`src/rtl/ntt_stage_scheduler.sv`:
```
// Address/twiddle sequencer for one in-place radix-2 NTT pass over a dual-port coefficient RAM.
// Reads are issued from a stage/butterfly counter; write-backs replay them PIPE_DELAY cycles later.
module ntt_stage_scheduler #(
    parameter int RING_SIZE  = 256,
    parameter int PIPE_DELAY = 11,
    parameter int ADDR_W     = $clog2(RING_SIZE),
    parameter int LOG_N      = $clog2(RING_SIZE)
) (
    input  logic              clk,
    input  logic              reset,
    input  logic              start,
    output logic              busy,
    output logic              done,
    output logic [3:0]        stage,
    output logic              rd_en,
    output logic [ADDR_W-1:0] rd_addr_a,
    output logic [ADDR_W-1:0] rd_addr_b,
    output logic [ADDR_W-2:0] tw_addr,
    output logic              wr_en,
    output logic [ADDR_W-1:0] wr_addr_a,
    output logic [ADDR_W-1:0] wr_addr_b
);
    // Handshake: start is a level sampled only in IDLE; rd_en/wr_en are single-cycle
    // strobes with no back-pressure, and the addresses are valid exactly when the strobe is high.
    localparam int JW = ADDR_W - 1;
    localparam int DW = (PIPE_DELAY > 1) ? $clog2(PIPE_DELAY) : 1;
    localparam logic [JW-1:0] J_LAST = JW'(RING_SIZE / 2 - 1);
    localparam logic [DW-1:0] D_LAST = DW'(PIPE_DELAY - 1);
    localparam logic [3:0]    S_LAST = 4'(LOG_N - 1);

    typedef enum logic [1:0] {IDLE, ISSUE, DRAIN, DONE} state_t;

    state_t          state, state_n;
    logic [JW-1:0]   j, j_n;
    logic [3:0]      stage_n;
    logic [DW-1:0]   drain, drain_n;

    function automatic logic [ADDR_W-1:0] low_mask(input logic [3:0] s);
        return (ADDR_W'(1) << s) - ADDR_W'(1);
    endfunction

    // g*2m + k: bits above the stage position shift up by one, the low k bits stay put.
    function automatic logic [ADDR_W-1:0] upper_addr(input logic [JW-1:0] jj, input logic [3:0] s);
        logic [ADDR_W-1:0] jw;
        logic [ADDR_W-1:0] m;
        jw = {1'b0, jj};
        m  = low_mask(s);
        return ((jw & ~m) << 1) | (jw & m);
    endfunction

    function automatic logic [JW-1:0] twiddle(input logic [JW-1:0] jj, input logic [3:0] s);
        logic [ADDR_W-1:0] m;
        logic [JW-1:0]     k;
        m = low_mask(s);
        k = jj & m[JW-1:0];
        return k << (S_LAST - s);
    endfunction

    always_ff @(posedge clk) begin
        if (reset) begin
            state <= IDLE;
            j     <= '0;
            stage <= '0;
            drain <= '0;
        end else begin
            state <= state_n;
            j     <= j_n;
            stage <= stage_n;
            drain <= drain_n;
        end
    end

    always_comb begin
        state_n = state;
        j_n     = j;
        stage_n = stage;
        drain_n = drain;
        case (state)
            IDLE: begin
                j_n     = '0;
                stage_n = '0;
                drain_n = '0;
                if (start) state_n = ISSUE;
            end
            ISSUE: begin
                if (j == J_LAST) begin
                    j_n     = '0;
                    drain_n = '0;
                    state_n = DRAIN;
                end else begin
                    j_n = j + JW'(1);
                end
            end
            DRAIN: begin
                // The last write of this stage lands in the final drain cycle.
                if (drain == D_LAST) begin
                    drain_n = '0;
                    if (stage == S_LAST) begin
                        state_n = DONE;
                    end else begin
                        stage_n = stage + 4'd1;
                        state_n = ISSUE;
                    end
                end else begin
                    drain_n = drain + DW'(1);
                end
            end
            DONE: begin
                stage_n = '0;
                state_n = IDLE;
            end
            default: state_n = IDLE;
        endcase
    end

    assign busy = (state != IDLE);
    assign done = (state == DONE);

    // Read outputs are registered from the next-state values so they line up with ISSUE.
    always_ff @(posedge clk) begin
        if (reset) begin
            rd_en     <= 1'b0;
            rd_addr_a <= '0;
            rd_addr_b <= '0;
            tw_addr   <= '0;
        end else begin
            rd_en <= (state_n == ISSUE);
            if (state_n == ISSUE) begin
                rd_addr_a <= upper_addr(j_n, stage_n);
                rd_addr_b <= upper_addr(j_n, stage_n) + (ADDR_W'(1) << stage_n);
                tw_addr   <= twiddle(j_n, stage_n);
            end
        end
    end

    logic [PIPE_DELAY-1:0] pipe_v;
    logic [ADDR_W-1:0]     pipe_a [PIPE_DELAY];
    logic [ADDR_W-1:0]     pipe_b [PIPE_DELAY];

    always_ff @(posedge clk) begin
        if (reset) begin
            pipe_v <= '0;
            for (int i = 0; i < PIPE_DELAY; i++) begin
                pipe_a[i] <= '0;
                pipe_b[i] <= '0;
            end
        end else begin
            pipe_v[0] <= rd_en;
            pipe_a[0] <= rd_addr_a;
            pipe_b[0] <= rd_addr_b;
            for (int i = 1; i < PIPE_DELAY; i++) begin
                pipe_v[i] <= pipe_v[i-1];
                pipe_a[i] <= pipe_a[i-1];
                pipe_b[i] <= pipe_b[i-1];
            end
        end
    end

    assign wr_en     = pipe_v[PIPE_DELAY-1];
    assign wr_addr_a = pipe_a[PIPE_DELAY-1];
    assign wr_addr_b = pipe_b[PIPE_DELAY-1];
endmodule

```
`config.mk`:
```
export PLATFORM = sky130hd
export DESIGN_NAME = ntt_stage_scheduler
export DESIGN_NICKNAME = d
export VERILOG_FILES = /design/src/rtl/ntt_stage_scheduler.sv
export SDC_FILE = /design/constraint.sdc
export NUM_CORES = 1
export LEC_CHECK = 0
export CAP_MARGIN = 20
export CELL_PAD_IN_SITES_DETAIL_PLACEMENT = 1
export CELL_PAD_IN_SITES_GLOBAL_PLACEMENT = 1
export CORE_ASPECT_RATIO = 2
export CORE_MARGIN = 2
export CORE_UTILIZATION = 50
export CTS_CLUSTER_DIAMETER = 150
export CTS_CLUSTER_SIZE = 25
export DETAILED_ROUTE_END_ITERATION = 16
export PLACE_DENSITY = 0.91
export SYNTH_ARGS = -nofsm -noshare
export SYNTH_HDL_FRONTEND = slang
export SYNTH_SLANG_ARGS = --single-unit
```
`constraint.sdc`:
```
create_clock -name clk -period 11.45 [get_ports clk]
set_clock_uncertainty 0.1 [all_clocks]
set_input_delay 2.29 -clock clk [delete_from_list [all_inputs] [get_ports clk]]
set_output_delay 2.29 -clock clk [all_outputs]
set_load 0.005 [all_outputs]
```
# Word-level counts from Yosys, hierarchy flattened
# Memory sizes are Yosys's and may differ from the RTL's.
# Cells that the tools add are included.
[totals] ff_bits=52 ram_bits=176 in_bits=3 output_inout_bits=47 elab_cells=97 memories=2
[classes] n_addsub=6 n_eq_ne=8 n_shift=2 mux=38 bitwise_logic=27 reduce_logical=5
[mem_list] name="pipe_a" depth=11 word_bits=8 read_ports=11 rd_clocked_by_memory_dff=0 wr=11 line_no="137" source="logic [ADDR_W-1:0] pipe_a [PIPE_DELAY];"
[mem_list] name="pipe_b" depth=11 word_bits=8 read_ports=11 rd_clocked_by_memory_dff=0 wr=11 line_no="138" source="logic [ADDR_W-1:0] pipe_b [PIPE_DELAY];"
[op_table] cell="2-to-1 mux 8 bit" count=22
[op_table] cell="bitwise OR 1 bit" count=22
[op_table] cell="2-to-1 mux 4 bit" count=4
[op_table] cell="AND 7 bit" count=2
[op_table] cell="case mux 7 bit (2 select lines)" count=1
[op_table] cell="case mux 4 bit (3 select lines)" count=1
[op_table] cell="adder 4 x 1 -> 4 bit, second input constant" count=2
[op_table] cell="adder 8 bit" count=1
[op_table] cell="AND 7 x 8 -> 8 bit" count=1
[op_table] cell="2-to-1 mux 2 bit" count=4
[op_table] cell="bitwise OR 8 bit" count=1
[op_table] cell="case mux 2 bit (4 select lines)" count=1
[op_table] cell="case mux 4 bit (2 select lines)" count=1
[op_table] cell="<< shifter 1 x 4 -> 8 bit, first input constant" count=1
[op_table] cell="subtractor 8 x 2 -> 8 bit, second input constant" count=1
[op_table] cell="adder 7 x 1 -> 7 bit, second input constant" count=1
[op_table] cell="equality test 7 bit, second input constant" count=1
[op_table] cell="2-to-1 mux 7 bit" count=1
[op_table] cell="inverter 7 bit" count=1
[op_table] cell="<< shifter 7 x 4 -> 7 bit" count=1
[op_table] cell="equality test 2 x 1 -> 1 bit, second input constant" count=2
[op_table] cell="equality test 2 bit, second input constant" count=2
[op_table] cell="equality test 4 x 3 -> 1 bit, second input constant" count=1
[op_table] cell="equality test 4 bit, second input constant" count=1
[op_table] cell="8 further kinds" count=10

# Longest topological paths before layout
[logic_depth] depth_word=10 depth_mapped=21 mapped_depth_nobuf=18

# Least setup slack after synthesis
# Ideal clock, no wire load.
[synth_timing] path_kind="register to register" startpoint="register drain[0]" endpoint="register rd_addr_b[6]" setup_time_ps=80 t_arrival_ps=3997 path_slack_ps=7274 stages_incl_launch_ff=21 path_buffers=4 period_less_slack_ps=4176 cell_sequence="dfxtp_1 inv_1 ha_1 and3b_1 buf_2 nand4_1 and3_1 clkbuf_1 clkbuf_1 nand3_1 ha_1 clkbuf_1 xnor2_1 o22ai_1 ha_1 a21o_1 a21oi_1 o211ai_1 o31ai_2 nor4_1 nor3b_1"
[synth_between] elab_chain_cells=9 word_cells_on_any_way=13
[synth_lines] item="start, declared" line_no="36" source="logic [DW-1:0] drain, drain_n;"
[synth_lines] item="start signal, assigned" line_no="69" source="drain <= drain_n;"
[synth_lines] item="equality test 4 bit (*)" line_no="96" source="if (drain == D_LAST) begin"
[synth_lines] item="2-to-1 mux 4 bit" line_no="96"
[synth_lines] item="case mux 4 bit (2 select lines)" line_no="78" source="case (state)"
[synth_lines] item="<< shifter 1 x 4 -> 8 bit"
[synth_lines] item="subtractor 8 x 2 -> 8 bit"
[synth_lines] item="inverter 7 bit" line_no="48" source="return ((jw & ~m) << 1) | (jw & m);"
[synth_lines] item="AND 7 bit" line_no="48"
[synth_lines] item="bitwise OR 8 bit" line_no="48"
[synth_lines] item="adder 8 bit" line_no="130" source="rd_addr_b <= upper_addr(j_n, stage_n) + (ADDR_W'(1) << stage_n);"
[synth_lines] item="end signal, assigned" line_no="130"
[synth_lines] item="end, declared" line_no="17" source="output logic [ADDR_W-1:0] rd_addr_b,"
# Mark *: on every way between the ends. The rest lies on a longest branch, timed or not.
# A chain may end at the register's enable or synchronous reset.

# Final worst setup path
[layout_timing] startpoint="register state[1]" endpoint="register rd_addr_b[6]"
[layout_between] elab_chain_cells=9 word_cells_on_any_way=19
[layout_lines] item="start, declared" line_no="33" source="state_t state, state_n;"
[layout_lines] item="start signal, assigned" line_no="66" source="state <= state_n;"
[layout_lines] item="equality test 2 bit / zero test 2 bit (equally long branches)" line_no="78"
[layout_lines] item="OR reduction 2 bit (no line)"
[layout_lines] item="case mux 4 bit (2 select lines)" line_no="78"
[layout_lines] item="<< shifter 1 x 4 -> 8 bit"
[layout_lines] item="subtractor 8 x 2 -> 8 bit"
[layout_lines] item="inverter 7 bit" line_no="48"
[layout_lines] item="AND 7 bit" line_no="48"
[layout_lines] item="bitwise OR 8 bit" line_no="48"
[layout_lines] item="adder 8 bit" line_no="130"
# Several ways; a longest one is shown, not always the timed one.

==> results.sh <==
export IMPL_finalSetupViolCount=0
export IMPL_via_per_inst=5.39
export IMPL_crit_type="flop to flop"
export IMPL_routabilityCongestion=0.894
export IMPL_cts_resized_gates=0
export IMPL_worst_slew_pin_slew_ns=0.958
export IMPL_io_pins=50
export IMPL_worst_slack_ns=6.19
export IMPL_drt_initial_drc_count=192
export IMPL_grt_use_total_pct=21.5
export IMPL_grt_max_degree=128
export IMPL_powerDensity_nw_per_um2=152
export IMPL_drive_gt1_share_pct=5.50
export IMPL_grt_pass1_vias=5587
export IMPL_synth_seq_cells=228
export IMPL_drtPass1Iterations=4
export IMPL_slew_headroom_pct=36.1
export IMPL_maxCapViolCount=0
export IMPL_drt_wl_total_mm=18.3
export IMPL_clockBufferDepth=3
export IMPL_finalHoldViolCount=0
export IMPL_arrival_ns=5.54
export IMPL_grt_pass1_wl_mm=28.2
export IMPL_power_leakage_nw=3.45
export IMPL_synth_area_per_cell_um2=10.6
export IMPL_min_period_ns=5.26
export IMPL_fmax_mhz=190
export IMPL_ff2ff_path_depth=15
export IMPL_area_growth_pct=11.7
export IMPL_rsz0062_at_grt="false"
export IMPL_postRouteAntennaNets=0
export IMPL_synthFlopType="dfxtp_1"
export IMPL_fin_setup_tns_ns=0
export IMPL_synth_area_um2=7860
export IMPL_path_max_fanout=26
export IMPL_dieArea_um2=16800
export IMPL_async_flop_share_pct=0
export IMPL_hold_path_depth=1
export IMPL_cts_hold_buf=0
export IMPL_cts_sinks=228
export IMPL_cts_root_buf="clkbuf_16"
export IMPL_dp_hpwl_mm=13.4
export IMPL_final_common_cell="dfxtp_1"
export IMPL_final_cell_mix="228 x dfxtp_1, 193 x nor2b_1, 48 x clkdlybuf4s50_1"
export IMPL_start_util_pct=51.1
export IMPL_slew_viol_final=0
export IMPL_htreeDepth=1
export IMPL_insertion_delay_ns=0.47
export IMPL_syn_inst=742
export IMPL_startpoint_type="flop"
export IMPL_fin_area_um2=8780
export IMPL_crit_required_ns=11.72
export IMPL_vias=5185
export IMPL_antenna_cells=0
export IMPL_antenna_found_initial=0
export IMPL_yosysSeqAreaShare_pct=58.1
export IMPL_ys_types=78
export IMPL_drcViolationCount=0
export IMPL_cpMostUsedCell="ha_1"
export IMPL_tritoncts="built"
export IMPL_synth_edf_count=0
export IMPL_slowest_delay_ns=0.89
export IMPL_endpoint_kind="flop"
export IMPL_hp_class="flop to flop"
export IMPL_numCtsBuffers=13
export IMPL_post_place_ws_ns=6.24
export IMPL_post_cts_setup_buffers=0
export IMPL_cp_slowest_cell="dfxtp_1"
export IMPL_nNetsFinal=779
export IMPL_outcome="completed"
export IMPL_finalCritPeriodShare_pct=46.0
export IMPL_wl_per_cell_um=19.0
export IMPL_nFillCells=1674
export IMPL_die_h_um=181
export IMPL_yosys_warnings=0
export IMPL_vdd_drop_max_mv=0.116
export IMPL_gr_total_overflow=0
export IMPL_place_area_um2=8430
export IMPL_crit_path_cell_trace="nor2b_1 -> o21ai_1 -> a31oi_1 -> buf_4 -> nand3_1 -> ha_1 -> a311oi_1 -> a41oi_1 -> nor4_2 -> o32ai_2 -> ha_1 -> a21boi_0 -> o31ai_2 -> a211o_1 -> nor3b_1"
export IMPL_io_buffers=49
export IMPL_syn_nets=756
export IMPL_fp_dieW_um=92.7
export IMPL_rows=64
export IMPL_clk_pin_slew_ns=0.11
export IMPL_core_area_um2=15400
## layout make-up
cell class	instances	area [um2]	share of cell area, %
clock buffer	13	325	3.70
clock inverter	1	30.0	0.342
inverter	11	41.3	0.470
multi-input combinational	455	3030	34.5
sequential	228	4560	52.0
tap	198	248	2.82
timing repair buffer	56	544	6.20
## stage by stage
step                cells  utilization (%)  total power [mW]  hold slack, ns
global placement      948             54.8             0.894           0.317
floorplan             742                -             0.866           0.314
global route          962             57.1              1.39           0.355
finish                962             57.1              1.33           0.343
detailed placement    948             54.8             0.896           0.326
CTS                   962             57.1              1.35           0.346
## power by group
part	switching (mW)	leakage [nW]	total (mW)	internal, mW
Clock	0.244	0.172	0.454	0.210
Combinational	0.0350	1.43	0.0610	0.0259
Sequential	0.00916	1.84	0.816	0.807
## final timing paths
kind,startpoint,slack [ns],endpoint
worst max-delay path,state[1],6.19,rd_addr_b[6]
worst min-delay path,pipe_b[1][12],0.34,pipe_b[2][4]
worst max register to register,state[1],6.19,rd_addr_b[6]
worst min register to register,pipe_b[1][12],0.34,pipe_b[2][4]
## synth_stat cells, drive strengths merged, types with 6 or more instances
cell type | number | area, um2
dfxtp | 228 | 4560
nor2b | 193 | 1210
nor2 | 36 | 135
nand2 | 32 | 120
clkbuf | 30 | 113
a21oi | 18 | 90.1
buf | 18 | 114
inv | 11 | 41.3
ha | 10 | 125
nor4 | 9 | 68.8
o21ai | 9 | 45.0
and2 | 8 | 50.1
a2bb2oi | 7 | 67.6
a31oi | 7 | 43.8
nand3 | 7 | 52.6
nor3 | 7 | 51.3
o22a | 7 | 61.3
nor3b | 6 | 50.1
o211ai | 6 | 45.0
## layer usage
metal	global-route usage [%]	up-vias	part of all wire (%)	routed length (um)
met1	19.6	2505	34	6240
met5	0	-	0	0
met3	2.29	54	2.7	498
li1	-	2516	-	-
met2	43.7	110	57	10500
met4	12.1	0	6.1	1110
## worst max-delay path, delay by kind of cell (launching register included)
family	cells	cell delay, ns
fa+ha+maj	2	0.80
compound gates	8	1.82
flops	1	0.89
simple gates	4	1.33
buf+inv	1	0.23
## cell families (layout without fill, tap and decap cells)
kind of cell             count (synthesis)  count (layout)  share of synthesized area [%]
buffers and inverters                   59              81                           3.41
AND/OR/NAND/NOR                        324             324                           24.6
flip-flops                             228             228                           58.1
multiplexers                             7               7                          0.923
adder cells (fa/ha/maj)                 11              11                           1.85
AO/OA/AOI/OAI                          107             107                           10.6
other                                    1               1                         0.0477
XOR/XNOR                                 5               5                          0.557
## registers in the layout (all words and copies together), names as in the netlist, 7 cells and up
| register | flops |
|---|---|
| rd_addr_b | 8 |
| pipe_b | 88 |
| pipe_v | 11 |
| j | 7 |
| tw_addr | 7 |
| pipe_a | 88 |
| rd_addr_a | 8 |
No activity file was read; power rests on OpenSTA's default activity.
